File: config.mk
export PLATFORM = sky130hd
export DESIGN_NAME = data_mem_stage
export DESIGN_NICKNAME = d
export VERILOG_FILES = /design/src/rtl/data_mem_pkg.sv /design/src/rtl/data_mem_stage_lane_align.sv /design/src/rtl/data_mem_stage.sv
export SDC_FILE = /design/constraint.sdc
export NUM_CORES = 1
export LEC_CHECK = 0
export CAP_MARGIN = 0
export CORE_MARGIN = 4
export CORE_UTILIZATION = 46
export CTS_CLUSTER_SIZE = 28
export DETAILED_ROUTE_END_ITERATION = 8
export GPL_TIMING_DRIVEN = 1
export PLACE_DENSITY = 0.85
export RECOVER_POWER = 100
export SYNTH_ARGS = -nofsm -noshare
export SYNTH_HDL_FRONTEND = slang
export SYNTH_SLANG_ARGS = --single-unit
export TNS_END_PERCENT = 100
File: constraint.sdc
create_clock -name clk -period 2.7 [get_ports clk]
set_clock_uncertainty 0.1 [all_clocks]
set_input_delay 0.405 -clock clk [delete_from_list [all_inputs] [get_ports clk]]
set_output_delay 0.405 -clock clk [all_outputs]
set_load 0.02 [all_outputs]
File: src/rtl/data_mem_pkg.sv
// Shared types and helpers for the data-memory access stage.
package data_mem_pkg;

  typedef enum logic [1:0] {SZ_B = 2'b00, SZ_H = 2'b01, SZ_W = 2'b10, SZ_D = 2'b11} mem_size_t;
  typedef enum logic [1:0] {IDLE = 2'b00, BUSY = 2'b01, DONE = 2'b10, FAULT = 2'b11} dms_state_t;

  // Byte-enable mask for a size, before shifting to its lane.
  function automatic logic [7:0] size_mask(input mem_size_t size);
    case (size)
      SZ_B:    size_mask = 8'h01;
      SZ_H:    size_mask = 8'h03;
      SZ_W:    size_mask = 8'h0F;
      default: size_mask = 8'hFF;
    endcase
  endfunction

endpackage

File: src/rtl/data_mem_stage_lane_align.sv
// Byte-lane steering: enables, store-data shift, load extraction and alignment check.
module lane_align
  import data_mem_pkg::*;
(
  input  logic [2:0]  addr,
  input  mem_size_t   size,
  input  logic [63:0] wdata,
  input  logic [63:0] rdata,
  output logic [7:0]  be,
  output logic [63:0] wdata_sh,
  output logic [63:0] rdata_ex,
  output logic        misaligned
);

  logic [7:0]  bmask;
  logic [63:0] dmask;
  logic [63:0] rdata_sh;

  assign bmask    = size_mask(size);
  assign be       = bmask << addr;
  assign wdata_sh = wdata << {addr, 3'b000};
  assign rdata_sh = rdata >> {addr, 3'b000};
  assign rdata_ex = rdata_sh & dmask;

  for (genvar i = 0; i < 8; i++) begin : g_dmask
    assign dmask[8*i +: 8] = {8{bmask[i]}};
  end

  always_comb begin
    misaligned = 1'b0;
    case (size)
      SZ_B:    misaligned = 1'b0;
      SZ_H:    misaligned = addr[0];
      SZ_W:    misaligned = |addr[1:0];
      SZ_D:    misaligned = |addr;
      default: misaligned = 1'b0;
    endcase
  end

endmodule

File: src/rtl/data_mem_stage.sv
// Memory-access stage: issues loads/stores over a ready handshake with timeout, stalls the CPU meanwhile.
module data_mem_stage
  import data_mem_pkg::*;
#(
  parameter  int TIMEOUT = 16,
  localparam int CNT_W   = $clog2(TIMEOUT + 1)
) (
  input  logic        clk,
  input  logic        reset,
  input  logic [63:0] ALU_result,
  input  logic [63:0] ReadData2_out,
  input  logic        MemRead,
  input  logic        MemWrite,
  input  logic [1:0]  mem_size,
  output logic        stall,
  output logic [63:0] load_data,
  output logic        done,
  output logic        fault,
  output logic        mem_req,
  output logic        mem_we,
  output logic [63:0] mem_addr,
  output logic [63:0] mem_wdata,
  output logic [7:0]  mem_be,
  input  logic        mem_ready,
  input  logic [63:0] mem_rdata
);

  dms_state_t       state, nxt;
  logic [CNT_W-1:0] cnt;
  mem_size_t        size_q;

  logic        access, illegal, misal;
  logic [2:0]  la_addr;
  mem_size_t   la_size;
  logic [7:0]  be_c;
  logic [63:0] wdata_c, rdata_c;

  assign access  = MemRead | MemWrite;
  assign illegal = MemRead & MemWrite;

  // Live inputs steer the lanes in IDLE; afterwards the captured request does.
  assign la_addr = (state == IDLE) ? ALU_result[2:0] : mem_addr[2:0];
  assign la_size = (state == IDLE) ? mem_size_t'(mem_size) : size_q;

  lane_align u_lane (
    .addr       (la_addr),
    .size       (la_size),
    .wdata      (ReadData2_out),
    .rdata      (mem_rdata),
    .be         (be_c),
    .wdata_sh   (wdata_c),
    .rdata_ex   (rdata_c),
    .misaligned (misal)
  );

  always_comb begin
    nxt   = state;
    stall = 1'b0;
    done  = 1'b0;
    fault = 1'b0;
    case (state)
      IDLE: if (access) begin
        stall = 1'b1;
        nxt   = (illegal || misal) ? FAULT : BUSY;
      end
      BUSY: begin
        stall = 1'b1;
        if (mem_ready)                          nxt = DONE;
        else if (cnt == CNT_W'(TIMEOUT - 1))    nxt = FAULT;
      end
      DONE: begin
        done = 1'b1;
        nxt  = IDLE;
      end
      FAULT: begin
        fault = 1'b1;
        nxt   = IDLE;
      end
      default: nxt = IDLE;
    endcase
    if (!reset) stall = 1'b0;
  end

  always_ff @(posedge clk or negedge reset) begin
    if (!reset) begin
      state     <= IDLE;
      cnt       <= '0;
      size_q    <= SZ_B;
      mem_req   <= 1'b0;
      mem_we    <= 1'b0;
      mem_addr  <= '0;
      mem_wdata <= '0;
      mem_be    <= '0;
      load_data <= '0;
    end else begin
      state <= nxt;
      case (state)
        IDLE: if (nxt == BUSY) begin
          mem_req   <= 1'b1;
          mem_we    <= MemWrite;
          mem_addr  <= ALU_result;
          mem_wdata <= wdata_c;
          mem_be    <= be_c;
          size_q    <= mem_size_t'(mem_size);
          cnt       <= '0;
        end
        BUSY: begin
          if (mem_ready) begin
            mem_req <= 1'b0;
            if (!mem_we) load_data <= rdata_c;
          end else if (nxt == FAULT) begin
            mem_req <= 1'b0;
          end else begin
            cnt <= cnt + CNT_W'(1);
          end
        end
        default: ;
      endcase
    end
  end

endmodule

==> results.txt, run 1 <==
Core ar. = 0.0252 sq mm
CTS buffer count = 24
Critical path capture point type = flop
Max Fclk = 388 MHz
WP data required = 2.99 ns
Violated checks = max-slew violations
Clock slew at reported path FFs = 0.07 ns
Post-CTS Hold Buffers = 1
Slew @ Worst Pin = 1.53 ns
Gpl congestion = 1.02
Setup Buffers After CTS = 0
Remaining Overflow, GRT = 0
Drt total wl = 46400 microns
Ys Warns = 0
Starting density of the core = 46.7%
Status = complete, but fails checks
Area Growth Syn to Fin = 47.1%
Max-slew violation count = 90
R2R Setup Slk = 0.12 ns
GR Util All Layers = 31.9%
Final non-filler cell total = 1975
Detailed Place HPWL = 34600 microns
Most Crowded Layer GR = met2
Critical path arrival = 2.86 ns
Slew HR = -2.19%
Hold violation count in the final report = 0
Die height = 168 microns
Main flop type after synthesis = dfrtp_1
Via Count = 11900
Asr flop ratio synth = 100%
Post-CTS Resized = 0
Routed Antenna Nets = 0
Root buffer cell = clkbuf_16
Final core utilization = 68.7%
Synth cell types = 68
Cells after Synth = 1205
# fillers = 1887
Die area = 0.0282 sq mm
Top cells by area, synth = dfrtp_1 (45%), nand2_1 (12%), mux2i_1 (3.7%)
Yosys top cell area share = 44.9%
Clk sinks = 211
Number of port buffers = 403
Power per cell area = 1270 mW/mm^2
First-pass GRT wire length = 71100 microns
Path category of the worst min-delay check = in2reg
CP startpoint kind = flop
H-tree depth = 1
1st-iter DRT viols = 1174
Nets = 1824
Worst vdd ir = 0.754 mV
Row cnt = 58
Seq cells post-synth = 211
Clk_lat worst skew = 0.52 ns
Syn_nets = 1406
Vias in the first global route = 12200
Cell leakage power = 8.01 nW
Crit share post-route = 95.4%
Number of cells after detailed placement = 1926
CTS tree = yes
Setup TNS Final = 0 ns
Largest net degree at the start of global routing = 154
Pre-antenna DRT Iters = 5
Reg2reg path depth = 7
EDFF count, synth = 0
Min-Delay Endpoint = mem_addr[56]
# Max-Cap Violations = 0
Met1 Usage GRT = 41.6%
Longest Clk Path Bufs = 3
Met3 GRT Util = 8.69%
Post-synth top area cell = dfrtp_1
Kind of critical path = reg2reg
CP max FO = 17
Seq/Total Area, Yosys = 44.9%
Worst hold path startpoint = ALU_result[56]
Reg2reg end = mem_wdata[45]
Io pins = 404
Worst reg2reg path startpoint = state[1]
Initial antenna violation count = 4
DRC = 0
RSZ-0062 raised after global routing = false
Layout cells sized above 1 = 13.0%
Syn Std Cell Area = 0.0118 sq mm
Hold Path Depth = 3
Fin crit period = 2.58 ns
Via/cell ratio = 6.00
Routed WL per cell = 23.5 microns
Chip width = 168 microns
Met2 Use GR = 49.9%
# setup viols final = 0
Syn avg cell area = 9.75 sq um
[layout make-up]
cell class                 count  area, sq um  share of cell area, %
clock inverter                 7         72.6                  0.420
timing repair buffer         487         4830                   28.0
inverter                       3         11.3                 0.0651
sequential                   211         5280                   30.5
clock buffer                  37          731                   4.23
multi-input combinational    896         5940                   34.3
tap                          330          413                   2.39
antenna                        4         10.0                 0.0579
[synthesized netlist by cell type, drive strengths merged (20+ instances only)]
cell	count
nand2	363
buf	71
a221o	25
mux2	58
a221oi	33
o31ai	27
nor2	20
dfrtp	211
mux2i	44
a22o	28
o21ai	47
clkbuf	24
a21oi	36
nand3	45
[worst max-delay path, stage by stage (launching register included)]
cell	delay (ns)
dfrtp_1	0.45
buf_12	0.18
or3b_1	0.42
nand2_4	0.10
buf_2	0.33
mux2_1	0.41
a221oi_1	0.34
a21oi_1	0.11
[per-stage QoR]
step / hold WS [ns] / worst slack (ns) / cell area [sq um] / power, mW
global placement: 0.350 / -0.0616 / 16600 / 19.0
detailed placement: 0.356 / -0.0937 / 16600 / 19.2
CTS: 0.292 / 0.154 / 17400 / 22.7
floorplan: 0.00941 / 0.359 / 11800 / 13.4
global route: 0.313 / 0.0219 / 17300 / 23.3
finish: 0.306 / 0.123 / 17300 / 22.0
[kinds of logic (layout without fill, tap and decap cells)]
kind of cell               after synthesis  in the layout  share of synthesized area, %
other                                    0              4                             0
and+or+nand+nor                        497            497                          19.1
adders and majority gates                2              2                         0.213
DFF                                    211            211                          44.9
buffers and inverters                   98            534                          4.88
xor gates and xnor gates                 3              3                         0.224
muxes                                  118            118                          12.6
AOI/OAI and AO/OA                      276            276                          18.0
[per-layer routing]
metal,vias up,wire (microns)
met1,5738,17800
li1,5239,-
met5,-,0
met3,146,4860
met2,734,21300
met4,0,2440
[sequential cells by signal, indices dropped and copies added, names as in the netlist]
name,flops
mem_we,1
size_q,2
mem_addr,64
mem_be,8
load_data,64
cnt,5
mem_wdata,64
mem_req,1
state,2
[worst max path at each step]
stage,from,to,slack (ns),depth (start not counted)
after floorplan,state[0],load_data[12],0.36,8
after global placement,ALU_result[0],mem_wdata[43],-0.06,8
after detailed placement,ALU_result[0],mem_wdata[43],-0.09,8
after CTS,state[1],stall,0.15,3
after global routing,state[1],mem_wdata[45],0.02,7
final,state[1],mem_wdata[45],0.12,7
[placed cells by master (no fill, tap or decap), types with 9 or more instances in the layout]
cell type,Yosys,layout
dfrtp_1,211,211
dlygate4sd3_1,0,203
a221oi_2,10,10
clkdlybuf4s50_1,0,200
nand3_1,45,45
mux2_2,38,37
nor2_1,16,16
mux4_2,16,16
o22ai_1,15,15
a32o_1,17,17
a211oi_1,12,12
a21oi_1,36,36
a22oi_1,16,16
o21ai_0,36,36
o21ai_1,10,9
clkbuf_16,0,25
nand2_1,361,361
buf_4,10,54
mux2_1,12,13
a221o_1,25,25
a221oi_1,23,23
o31ai_1,26,26
a22o_1,28,27
buf_12,0,13
mux2i_1,44,43
nor2b_1,11,11
and3_1,10,10
[power by group]
group          internal (mW)  switching, mW
registers               4.55          0.924
clock network           1.96           1.34
logic                   5.64           7.62
(Power assumes the default switching activity.)
==> inputs of run 2 (changes only) <==
--- a/config.mk
+++ b/config.mk
@@ -6,6 +6,7 @@
 export NUM_CORES = 1
 export LEC_CHECK = 0
 export CAP_MARGIN = 0
+export CORE_ASPECT_RATIO = 1.2
 export CORE_MARGIN = 4
 export CORE_UTILIZATION = 46
 export CTS_CLUSTER_SIZE = 28
==> run 2 against run 1 <==
  * The run now ends clean
  * Combinational power is 3% lower
  * Utilization down 0.29 points
  * Sequential share of layout area increased by 0.48 points
  * Sequential power hardly changed
  * Cell area fell by 1.5%
  * Critical path depth unchanged
  * Via count is essentially flat
  * Die area about the same
  * Clock power fell by 13%
  * Global-route usage increased by 0.13 points
  * Routed wire length increased by 1.1%
  * Register-to-register slack about the same
  * Largest power group unchanged
==> results.txt, run 2 (synthesis gave the netlist of run 1 again) <==
Die area = 0.0282 sq mm (about the same)
Flop pwr share = 25.8% (+1.0 points)
Cell leakage power = 7.89 nW (-1.5%)
Via/cell ratio = 6.06 (+0.98%)
Nets = 1816 (-0.44%)
Number of port buffers = 403 (unchanged)
# fillers = 1968 (+4.3%)
CP startpoint kind = flop
Clock Power Share = 13.5% (-1.5 points)
Slew @ Worst Pin = 1.21 ns (-0.326 ns)
Total power = 21.3 mW (-3.2%)
Sequential Area = 0.00528 sq mm (about the same)
CP peak stage delay = 0.50 ns (+0.05 ns)
Pre-antenna DRT Iters = 6 (+1)
Cell Int Power = 11.7 mW (-3.8%)
Root buffer cell = clkbuf_16
Worst vdd ir = 0.793 mV (+5.2%)
# Max-Cap Violations = 0 (unchanged)
Critical path arrival = 2.85 ns (about the same)
CTS buffer count = 23 (-4.2%)
Crit share post-route = 95.5% (about the same)
Clk_lat worst skew = 0.51 ns (about the same)
Chip width = 154 microns (-8.3%)
Core ar. = 0.0249 sq mm (-1.1%)
Io pins = 404 (unchanged)
Multi-input gate area = 0.00590 sq mm (-0.61%)
CTS tree = yes
Largest net degree at the start of global routing = 165 (+7.1%)
Critical path's slowest cell = dfrtp_2
Status = complete, no violations
Gpl congestion = 0.984 (-3.4%)
1st-iter DRT viols = 1072 (-8.7%)
Row cnt = 63 (+8.6%)
CP max FO = 17 (unchanged)
DRC = 0 (unchanged)
R2R Setup Slk = 0.12 ns (about the same)
Hold violation count in the final report = 0 (unchanged)
Die height = 183 microns (+9.1%)
Clk sinks = 211 (unchanged)
Final core utilization = 68.4% (-0.29 points)
Routed Antenna Nets = 0 (unchanged)
Fin crit period = 2.58 ns (+0.00161 ns)
Crit path cell chain = buf_4 -> o21a_2 -> nor2_8 -> buf_6 -> mux2_2 -> a221oi_1 -> a21oi_1
Switching Share = 45.1% (+0.30 points)
Slew HR = 19.5% (+22 points)
Commonest non-fill, non-tap cell in the layout = nand2_1
H-tree depth = 1 (unchanged)
GR Util All Layers = 32.0% (+0.13 points)
RSZ-0062 raised after global routing = false
First-pass GRT wire length = 71100 microns (about the same)
Layout cells sized above 1 = 11.9% (-1.2 points)
Detailed Place HPWL = 35500 microns (+2.5%)
Clock slew at reported path FFs = 0.06 ns (about the same)
Largest regs = load_data (64), mem_addr (64), mem_wdata (64)
Initial antenna violation count = 6 (+2)
NetSw = 9.63 mW (-2.6%)
Longest Clk Path Bufs = 3 (unchanged)
Comb power frac = 60.7% (+0.6 points)
Routed WL per cell = 24.0 microns (+2.1%)
Starting density of the core = 47.2% (+0.51 points)
Via Count = 11900 (+0.059%)
WP data required = 2.97 ns (-0.02 ns)
Drt total wl = 47000 microns (+1.1%)
Path category of the worst min-delay check = in2reg
Critical path capture point type = flop
Max-slew violation count = 0 (-100%)
Power per cell area = 1250 mW/mm^2 (-1.8%)
# setup viols final = 0 (unchanged)
Max Fclk = 388 MHz (about the same)
Most frequent cells in the layout = nand2_1 (361), dfrtp_1 (209), dlygate4sd3_1 (204)
Vias in the first global route = 12000 (-2.1%)
Kind of critical path = reg2reg
Area Growth Syn to Fin = 44.9%
Remaining Overflow, GRT = 0 (unchanged)
-- run 2: changes by cell type in the layout (fill, tap and decap cells not counted), moves of 3 or more --
cell / delta
buf_4: -10
clkbuf_1: +5
a221oi_1: +4
a221oi_2: -4
clkbuf_8: -4
clkbuf_2: +3
-- run 2: per-layer routing --
| layer | part of all wire [%] | wire, microns | GRT usage (%) |
|---|---|---|---|
| met5 | 0.015 | 7 | 0 |
| met3 | 9.9 | 4670 | 8.00 |
| met1 | 37 | 17200 | 39.2 |
| met4 | 5.4 | 2520 | 15.1 |
| met2 | 48 | 22500 | 53.5 |
-- run 2: area by class of cell --
| type | count | area share [%] |
|---|---|---|
| sequential | 211 | 31.0 |
| multi-input combinational | 896 | 34.7 |
| tap | 325 | 2.39 |
| inverter | 3 | 0.0661 |
| antenna | 5 | 0.0735 |
| clock inverter | 4 | 0.140 |
| timing repair buffer | 480 | 27.9 |
| clock buffer | 33 | 3.72 |
-- run 2: worst max-delay path: cells and delay by family, from the launching register on --
kind                   cells  cell delay (ns)
AOI/OAI and AO/OA          3             0.83
buffers and inverters      2             0.42
and+or+nand+nor            1             0.18
DFF                        1             0.50
muxes                      1             0.40
-- run 2: worst paths after layout --
| path | end | start | cells after the start |
|---|---|---|---|
| min in group asynchronous | mem_addr[37] | reset | 3 |
| worst max-delay path | mem_wdata[44] | state[0] | 7 |
| worst min register to register | mem_wdata[13] | mem_wdata[13] | 2 |
| max in group asynchronous | state[1] | reset | 3 |
| worst min-delay path | mem_addr[27] | ALU_result[27] | 3 |
| worst max register to register | mem_wdata[44] | state[0] | 7 |
-- run 2: per-stage QoR --
| step | instances | hold WS, ns | setup WS, ns | cell area [sq um] | setup TNS (ns) |
|---|---|---|---|---|---|
| after floorplan | 1205 | 0.00941 | 0.359 | 11800 | 0 |
| after global placement | 1914 | 0.350 | -0.0707 | 16500 | -0.439 |
| after detailed placement | 1914 | 0.356 | -0.0840 | 16500 | -0.879 |
| after CTS | 1952 | 0.310 | 0.00368 | 17100 | 0 |
| after global routing | 1957 | 0.321 | 0.0204 | 17000 | 0 |
| final | 1957 | 0.320 | 0.121 | 17000 | 0 |
-- run 2: power by group through the flow --
stage	combinational (mW)	sequential, mW	clock (mW)
floorplan	6.49	6.89	0
global placement	13.3	5.52	0
detailed placement	13.5	5.56	0
CTS	13.5	5.55	2.93
global route	13.8	5.67	3.07
finish	12.9	5.50	2.89
-- run 2: repair_timing --
action                                 in CTS  in global routing
buffers inserted                            0                  0
gates resized for setup                     2                  1
endpoints found under the hold margin      47                  0
hold buffers                                1                  0
setup endpoints to repair                   1                  4
